==> src/rtl/payload_rd_arbiter_pkg.sv <==
// Shared payload-bus types and arbiter state encoding.
//   Address_t / ByteCount_t / Data_t : payload read bus fields
//   RdArbState_t                     : read arbiter FSM states
//   idx_w()                          : index width for a requester count (min 1 bit)
package payload_rd_arbiter_pkg;

  localparam int ADDRESS_W    = 32;
  localparam int DATA_W       = 64;
  localparam int BYTE_COUNT_W = 4;

  typedef logic [ADDRESS_W-1:0]    Address_t;
  typedef logic [DATA_W-1:0]       Data_t;
  typedef logic [BYTE_COUNT_W-1:0] ByteCount_t;

  typedef enum logic [1:0] {
    RDARB_IDLE,
    RDARB_GRANT,
    RDARB_BUSY
  } RdArbState_t;

  // A single requester still needs a 1-bit index so vectors never collapse to zero width.
  function automatic int idx_w(input int n);
    return (n > 1) ? $clog2(n) : 1;
  endfunction

endpackage

==> src/rtl/payload_rd_arbiter_rr_pick.sv <==
// Combinational round-robin picker: selects the first asserted request at or
// after ptr, wrapping modulo NUM_REQ.
//   req     in  NUM_REQ  request vector
//   ptr     in  REQ_W    starting position (must be < NUM_REQ)
//   one_hot out NUM_REQ  one-hot winner (0 when nothing requests)
//   index   out REQ_W    winner index
//   any     out 1        at least one request present
module rr_pick
  import payload_rd_arbiter_pkg::*;
#(
  parameter int NUM_REQ = 4,
  parameter int REQ_W   = idx_w(NUM_REQ)
) (
  input  logic [NUM_REQ-1:0] req,
  input  logic [REQ_W-1:0]   ptr,
  output logic [NUM_REQ-1:0] one_hot,
  output logic [REQ_W-1:0]   index,
  output logic               any
);

  localparam int CW = REQ_W + 1;

  // One spare bit so ptr + offset cannot overflow before the wrap subtract.
  logic [CW-1:0] cand;

  always_comb begin
    one_hot = '0;
    index   = '0;
    any     = 1'b0;
    cand    = '0;
    for (int i = 0; i < NUM_REQ; i++) begin
      cand = {1'b0, ptr} + CW'(i);
      if (cand >= CW'(NUM_REQ)) begin
        cand = cand - CW'(NUM_REQ);
      end
      if (!any && req[cand[REQ_W-1:0]]) begin
        any                      = 1'b1;
        index                    = cand[REQ_W-1:0];
        one_hot[cand[REQ_W-1:0]] = 1'b1;
      end
    end
  end

endmodule

==> src/rtl/payload_rd_arbiter.sv <==
// Shares one payload-memory read port between NUM_REQ read clients. Grants
// round-robin per packet and holds the grant from the first beat until the
// slave returns memIsLast.
// Optional watchdog: define PAYLOAD_RD_ARB_WDOG_EN to abort a packet that runs
// WDOG_CYCLES BUSY cycles without memIsLast (sticky wdogErr, forced rspIsLast).
//   clk, rst_n         clock / async active-low reset
//   reqValid           per-client packet read request
//   reqIsFirst         per-client first-beat marker
//   reqAddress         per-client beat address
//   reqIsDestructive   per-client free-on-read flag
//   reqGrant           registered one-hot grant
//   rspData            slave data, broadcast
//   rspByteCount       slave byte count, broadcast
//   rspIsLast          slave isLast, routed to the granted client only
//   memIsFirst, memAddress, memIsDestructive  to slave (0 when nobody granted)
//   memData, memByteCount, memIsLast          from slave
//   wdogErr            sticky watchdog error (0 without the watchdog)
//
// state       | meaning
// RDARB_IDLE  | no owner; pick next requester from rr_ptr
// RDARB_GRANT | first cycle of ownership; memIsLast ignored
// RDARB_BUSY  | owner streams beats until memIsLast (or watchdog)
module payload_rd_arbiter
  import payload_rd_arbiter_pkg::*;
#(
  parameter int NUM_REQ     = 4,
  parameter int REQ_W       = idx_w(NUM_REQ),
  parameter int WDOG_CYCLES = 256
) (
  input  logic                   clk,
  input  logic                   rst_n,
  input  logic [NUM_REQ-1:0]     reqValid,
  input  logic [NUM_REQ-1:0]     reqIsFirst,
  input  Address_t [NUM_REQ-1:0] reqAddress,
  input  logic [NUM_REQ-1:0]     reqIsDestructive,
  output logic [NUM_REQ-1:0]     reqGrant,
  output Data_t                  rspData,
  output ByteCount_t             rspByteCount,
  output logic [NUM_REQ-1:0]     rspIsLast,
  output logic                   memIsFirst,
  output Address_t               memAddress,
  output logic                   memIsDestructive,
  input  Data_t                  memData,
  input  ByteCount_t             memByteCount,
  input  logic                   memIsLast,
  output logic                   wdogErr
);

  RdArbState_t        state_q, state_d;
  logic [NUM_REQ-1:0] grant_q;
  logic [REQ_W-1:0]   win_q;
  logic [REQ_W-1:0]   rr_ptr_q;
  logic [REQ_W-1:0]   next_ptr;

  logic [NUM_REQ-1:0] pick_one_hot;
  logic [REQ_W-1:0]   pick_index;
  logic               pick_any;

  logic               take_grant;
  logic               pkt_end;
  logic               wdog_expire;

  rr_pick #(
    .NUM_REQ (NUM_REQ),
    .REQ_W   (REQ_W)
  ) u_rr_pick (
    .req     (reqValid),
    .ptr     (rr_ptr_q),
    .one_hot (pick_one_hot),
    .index   (pick_index),
    .any     (pick_any)
  );

  assign take_grant = (state_q == RDARB_IDLE) && pick_any;
  assign pkt_end    = (state_q == RDARB_BUSY) && (memIsLast || wdog_expire);
  assign next_ptr   = (win_q == REQ_W'(NUM_REQ - 1)) ? '0 : win_q + REQ_W'(1);

  // state register
  always_ff @(posedge clk or negedge rst_n) begin
    if (!rst_n) begin
      state_q <= RDARB_IDLE;
    end else begin
      state_q <= state_d;
    end
  end

  // next state
  always_comb begin
    state_d = state_q;
    case (state_q)
      RDARB_IDLE:  if (pick_any) state_d = RDARB_GRANT;
      RDARB_GRANT: state_d = RDARB_BUSY;
      RDARB_BUSY:  if (pkt_end) state_d = RDARB_IDLE;
      default:     state_d = RDARB_IDLE;
    endcase
  end

  // outputs: the owner's request fields pass to the slave; nothing leaks while idle
  always_comb begin
    memIsFirst       = 1'b0;
    memAddress       = '0;
    memIsDestructive = 1'b0;
    rspIsLast        = '0;
    if (state_q != RDARB_IDLE) begin
      memIsFirst       = reqIsFirst[win_q];
      memAddress       = reqAddress[win_q];
      memIsDestructive = reqIsDestructive[win_q];
    end
    if (pkt_end) begin
      rspIsLast[win_q] = 1'b1;
    end
  end

  assign reqGrant     = grant_q;
  assign rspData      = memData;
  assign rspByteCount = memByteCount;

  // grant, winner index and round-robin pointer
  always_ff @(posedge clk or negedge rst_n) begin
    if (!rst_n) begin
      grant_q  <= '0;
      win_q    <= '0;
      rr_ptr_q <= '0;
    end else if (take_grant) begin
      grant_q <= pick_one_hot;
      win_q   <= pick_index;
    end else if (pkt_end) begin
      grant_q  <= '0;
      rr_ptr_q <= next_ptr;
    end
  end

`ifdef PAYLOAD_RD_ARB_WDOG_EN
  localparam int CNT_W = (WDOG_CYCLES > 1) ? $clog2(WDOG_CYCLES) : 1;

  logic [CNT_W-1:0] wdog_cnt_q;
  logic             wdog_err_q;

  // Loaded with WDOG_CYCLES-1 at grant so terminal count lands on the
  // WDOG_CYCLES-th BUSY cycle; the GRANT cycle does not count.
  always_ff @(posedge clk or negedge rst_n) begin
    if (!rst_n) begin
      wdog_cnt_q <= '0;
      wdog_err_q <= 1'b0;
    end else begin
      if (take_grant) begin
        wdog_cnt_q <= CNT_W'(WDOG_CYCLES - 1);
      end else if ((state_q == RDARB_BUSY) && (wdog_cnt_q != '0)) begin
        wdog_cnt_q <= wdog_cnt_q - CNT_W'(1);
      end
      if (wdog_expire) begin
        wdog_err_q <= 1'b1;
      end
    end
  end

  assign wdog_expire = (state_q == RDARB_BUSY) && (wdog_cnt_q == '0) && !memIsLast;
  assign wdogErr     = wdog_err_q;
`else
  assign wdog_expire = 1'b0;
  assign wdogErr     = 1'b0;
`endif

endmodule

==> config.mk <==
export PLATFORM = sky130hd
export DESIGN_NAME = payload_rd_arbiter
export DESIGN_NICKNAME = d
export VERILOG_FILES = /design/src/rtl/payload_rd_arbiter_pkg.sv /design/src/rtl/payload_rd_arbiter_rr_pick.sv /design/src/rtl/payload_rd_arbiter.sv
export SDC_FILE = /design/constraint.sdc
export NUM_CORES = 1
export LEC_CHECK = 0
export CORE_AREA = 2 2 123 125
export DETAILED_ROUTE_END_ITERATION = 10
export DIE_AREA = 0 0 125 127
export PLACE_DENSITY = 0.72
export SLEW_MARGIN = 20
export SYNTH_ARGS = -nofsm -noshare
export SYNTH_HDL_FRONTEND = slang
export SYNTH_SLANG_ARGS = --single-unit
==> constraint.sdc <==
create_clock -name clk -period 2.7 [get_ports clk]
set_clock_uncertainty 0.1 [all_clocks]
set_input_delay 0.54 -clock clk [delete_from_list [all_inputs] [get_ports clk]]
set_output_delay 0.54 -clock clk [all_outputs]
set_load 0.005 [all_outputs]
* Yosys cells after proc, flatten, opt, wreduce, memory -nomap -nowiden *
Index checks and enable logic that the tools add are counted.

word-level totals
  input bits = 211
  logic and storage cells = 103
  flip-flop bits (word level) = 10
  output and inout port bits = 111

operators by class
  add/subtract/negate cells = 8
  bitwise operators = 4
  magnitude comparators = 14
  equal/unequal tests = 5
  reductions and logical operators = 18
  muxes and demuxes = 50

operator list
  cell                 count
  $bmux 32 s2          1
  $mux 32              2
  $mux 4               7
  $mux 2               11
  $mux 1               17
  $lt 2x3->1 const B   5
  $bmux 1 s2           6
  $or 4x4->4           3
  $demux 1 s2          5
  $ge 2x1->1 const B   5
  $logic_and 1x1->1    10
  $ge 3x3->1 const B   3
  $sub 2x1->2 const B  4
  $add 2x2->3 const B  2
  $pmux 2 s3           1
  $eq 2x2->1 const B   2
  $ne 2x2->1 const B   2
  $reduce_and 2->1     2
  $reduce_bool 2->1    2
  $add 2x1->3 const B  1
  $ge 2x3->1 const B   1
  $logic_not 1->1      3
  $add 2x1->2 const B  1
  $eq 2x1->1 const B   1
  other kinds (2)      2

* Depth between registers and ports, before layout *
  depth after elaboration = 17
  gate-level depth with buffers = 9
  mapped depth without buffers = 7

* Modules after synthesis *
A second synthesis with hierarchy kept.

unflattened totals
  cells, all modules = 238
  area, all modules = 2567.5 um2

by module, submodules not included
  module              cells each  area an instance (um2)  seq. area each (um2)  instances
  payload_rd_arbiter  193         2145.8                  250.2                 1
  rr_pick             45          421.7                   0.0                   1

* Worst setup path before layout *
OpenSTA, ideal clock, no wires.

  kind = flip-flop to flip-flop
  start point = register rr_ptr_q[1]
  end point = register grant_q[0] (netlist: reqGrant[0])
  setup time = 0.082 ns
  cell stages (with the launch flop) = 10
  path slack = 0.000 ns
  period minus slack after synthesis = 2.700 ns
  data arrival time = 2.518 ns
  path buffers = 2
  cell sequence = dfrtp_1 -> clkbuf_1 -> inv_1 -> ha_1 -> buf_2 -> mux4_2 -> or2_4 -> nor4_4 -> nand2_1 -> a31oi_1

between the ends
  cells in the longest elaborated chain, start to end = 16
  elaborated cells on any way between the ends = 63

RTL lines
  item                                                                  RTL line                   text
  from (decl)                                                           payload_rd_arbiter.sv:52   logic [REQ_W-1:0] rr_ptr_q;
  from (signal assigned)                                                payload_rd_arbiter.sv:129  rr_ptr_q <= next_ptr;
  parallel branches: the longest is 16 deep, another holds $add 2x1->3  -
  to (signal assigned)                                                  payload_rd_arbiter.sv:125  grant_q <= pick_one_hot;
  to (decl)                                                             payload_rd_arbiter.sv:50   logic [NUM_REQ-1:0] grant_q;

Several ways; the timed one is not identified. The select of a mux whose other input is x is not followed.
A chain may end at the register's enable or synchronous reset.

* Final worst setup path *
  start point = input port reqIsFirst[1]
  end point = output port memIsFirst

between the ends
  cells in the longest elaborated chain, start to end = 3

RTL lines
  item                          RTL line                   text
  from (decl)                   payload_rd_arbiter.sv:33   input logic [NUM_REQ-1:0] reqIsFirst,
  $bmux 1 s2                    payload_rd_arbiter.sv:105  memIsFirst = reqIsFirst[win_q];
  $mux 1 (not written as such)  payload_rd_arbiter.sv:105
  $mux 1                        payload_rd_arbiter.sv:104  if (state_q != RDARB_IDLE) begin
  to (decl)                     payload_rd_arbiter.sv:40   output logic memIsFirst,

No other way between the ends. The select of a mux whose other input is x is not followed.

==> results.md <==
* Post-Layout Cell Count at a little under 600
* Number of synthesized flops with an enable pin at 0
* Hold path startpoint: state_q[1]
* Antenna violations before repair at 2
* CP Launch Type: primary input
* R2R Path End: reqGrant[2]
* Yosys cell types at 35
* Overflow after GRT at 0
* Outcome: completed
* Clock Path Buffers at 2
* Worst path bufs/invs at 2
* Leakage at about 1.8 nW
* Worst Setup End Kind: output pin
* Period utilization at 99.3%
* Hold Path End: state_q[1]
* Drt wl/cell at between 15 and 20 um
* Crit path DAT at just over 2 ns
* Synth area leaders: mux4_2, buf_4, dfrtp_1
* Sequential Power Share at 7.3%
* Share of layout cells above drive strength 1 at between 10% and 20%
* Slew Limit Fails at 0
* Hold WC Path Type: reg -> reg
* Internal power at 2.44 mW
* Tmin final at about 2.7 ns
* Post-synthesis net count at slightly below 500
* Fmax at between 300 and 400 MHz
* Die W at between 100 and 150 um
* Vias per inst at around 4.4
* CTS tree: yes
* Via Count at 2535
* Htree depth at 1
* Syn Inst Count at around 260
* DRT antenna net count at 0
* Post-DP HPWL at between 9000 and 10000 um
* DR DRC count at 0
* Warnings from Yosys at 0
* CP most frequent cell: clkdlybuf4s50_1
* CORE AREA at between 0.01 and 0.015 mm^2
* # rows at 44
* Routed wire length at 11500 um
* Avg Cell Area, Syn at 9.72 um^2
* R2R setup slack at 0.29 ns
* Reg2Reg Launch Point: rr_ptr_q[1]
* Port Buf Inserts at 184
* Placed instance count at between 500 and 600
* Root buffer cell: clkbuf_16
* Largest net degree at the start of global routing at 35
* Gr usage total at 13.2%
* Number of CTS-inserted buffers at 3
* # setup viols final at 0
* Clk_lat worst skew at 0.24 ns
* Switching share of power at about two fifths
* Max FO, Critical Path at 1
* Crit-path slowest cell: clkdlybuf4s50_1
* Critical path type: in -> out
* Top FF cell, synth: dfrtp_1
* Max-cap violations at 0
* Comb pwr share at between 80% and 90%
* CP peak stage delay at between 0.4 and 0.5 ns
* Synthesized area at between 0.002 and 0.003 mm^2
* Number of fillers in the final layout at ~1400
* Fraction of registers with async set or reset after synthesis at 100%
* Router iterations before antenna repair at 4
* Area Overhead vs Synth at 72.6%
* WP data required at roughly 2.1 ns
* Final net count at 616
* Maximum VDD drop at between 0.0002 and 0.0003 V
* First-pass GRT wire length at 16200 um
* Vias in the first global route at 2583
* Psw at ~1.5 mW
* Synth Register Bits at 10
* Cell breakdown of the critical path: clkdlybuf4s50_1, mux4_2, nor2b_1, clkdlybuf4s50_1
* Ports at between 300 and 400
* Final hold vios at 0
* Top cell type's share of synthesized area at a little under a third
* Cells on worst reg2reg path at 7
* Die Area at around 0.016 mm^2
* Crit-path leading delay family: buffers and inverters
* Sequential-to-total area share from yosys stat at under 10%
* Pwr Density at ~900 mW/mm^2
* Most frequent cells in the layout: clkdlybuf4s50_1, mux4_2, nor2b_1
* DRT iter0 DRCs at 73
* Initial core utilization at between 10% and 20%
* Clock network power share at between 7 and 8%
* Die height at between 100 and 150 um
* Clk sinks at 10
* GPL Wtd Cong at approximately 0.84
* Area leader, netlist: mux4_2
* WHS Path Cells at 1
* Reg clk slew, reported paths at about 0.04 ns
* Most common cell after layout, fill and taps aside: clkdlybuf4s50_1
* TNS Setup at 0 ns
-- how the worst max path moves through the flow --
stage | slack, ns | startpoint | to | cells after the start
after global placement | -0.07 | reqAddress[29] | memAddress[29] | 4
after detailed placement | -0.06 | reqAddress[69] | memAddress[5] | 4
after floorplan | 0.0004 | rr_ptr_q[1] | reqGrant[0] | 9
final | 0.02 | reqIsFirst[1] | memIsFirst | 4
after CTS | -0.03 | win_q[0] | memAddress[22] | 4
after global routing | -0.005 | reqAddress[89] | memAddress[25] | 4
-- worst reg2reg max path, stage by stage (launching register included) --
cell and delay (ns):
dfrtp_1 0.35, inv_1 0.12, ha_1 0.35, mux4_2 0.52, or2_4 0.26, nor4_4 0.37, nand2_1 0.10, a31oi_1 0.16
-- cell usage after synthesis (3+ instances only) --
master,n
buf_4,69
mux4_2,36
nor2b_1,34
ha_1,12
dfrtp_1,10
nor2_1,10
clkbuf_1,9
inv_1,9
nand2_1,9
a31oi_1,7
mux2i_1,6
a21boi_0,5
a21oi_1,5
and2_1,5
buf_2,5
a32o_1,4
o211ai_1,4
o21ai_0,4
mux2_2,3
nand3_1,3
-- power by group through the flow --
stage	combinational (mW)	clock, mW	sequential [mW]
6_report	3.39	0.289	0.288
5_1_grt	3.67	0.305	0.300
2_1_floorplan	1.90	0	0.289
3_5_place_dp	3.27	0	0.312
3_3_place_gp	3.22	0	0.310
4_1_cts	3.25	0.294	0.307
-- routing by layer --
layer,part of all wire [%],vias to the layer above,GRT usage [%]
li1,-,1144,-
met1,35,1222,14.3
met2,48,159,21.9
met3,14,10,7.75
met4,2.7,0,3.73
met5,0,-,0
-- final cells by class --
type | count | area (um^2) | area share [%]
timing repair buffer | 209 | 2130 | 48.0
sequential | 10 | 251 | 5.68
clock buffer | 4 | 88.8 | 2.01
multi-input combinational | 159 | 1690 | 38.2
tap | 184 | 230 | 5.20
inverter | 10 | 37.5 | 0.847
antenna | 2 | 5.00 | 0.113
-- per-stage QoR --
step | power (mW) | setup WS (ns) | utilization [%] | hold WS [ns] | instance area [um^2]
final | 3.97 | 0.0194 | 30.7 | 0.428 | 4430
after global routing | 4.28 | -0.00474 | 30.7 | 0.458 | 4430
after CTS | 3.85 | -0.0341 | 29.7 | 0.431 | 4280
after detailed placement | 3.59 | -0.0583 | 29.1 | 0.426 | 4200
after global placement | 3.53 | -0.0747 | 29.1 | 0.411 | 4200
after floorplan | 2.19 | 0.000448 | - | 0.144 | 2570
-- cells by family (layout without fill, tap and decap cells) --
logic type,after synthesis,in the layout,synth area share (%)
buf+inv,95,223,24.5
other cells,1,3,0.146
fa+ha+maj,12,12,5.85
mux,45,45,35.3
flops,10,10,9.75
simple gates,68,68,15.2
compound gates,32,32,8.92
xor+xnor,1,1,0.341
-- registers in the layout, summed over array words and instances (netlist names) --
name and flops:
state_q 2, rr_ptr_q 2, reqGrant 4, win_q 2
-- what timing repair did --
action | in CTS | in global routing
setup buffers | 1 | 7
endpoints found under the setup margin | 35 | 28
resized for setup | 9 | 17
cloned | 0 | 1
hold buffers | 0 | 0
(Power assumes the default switching activity.)
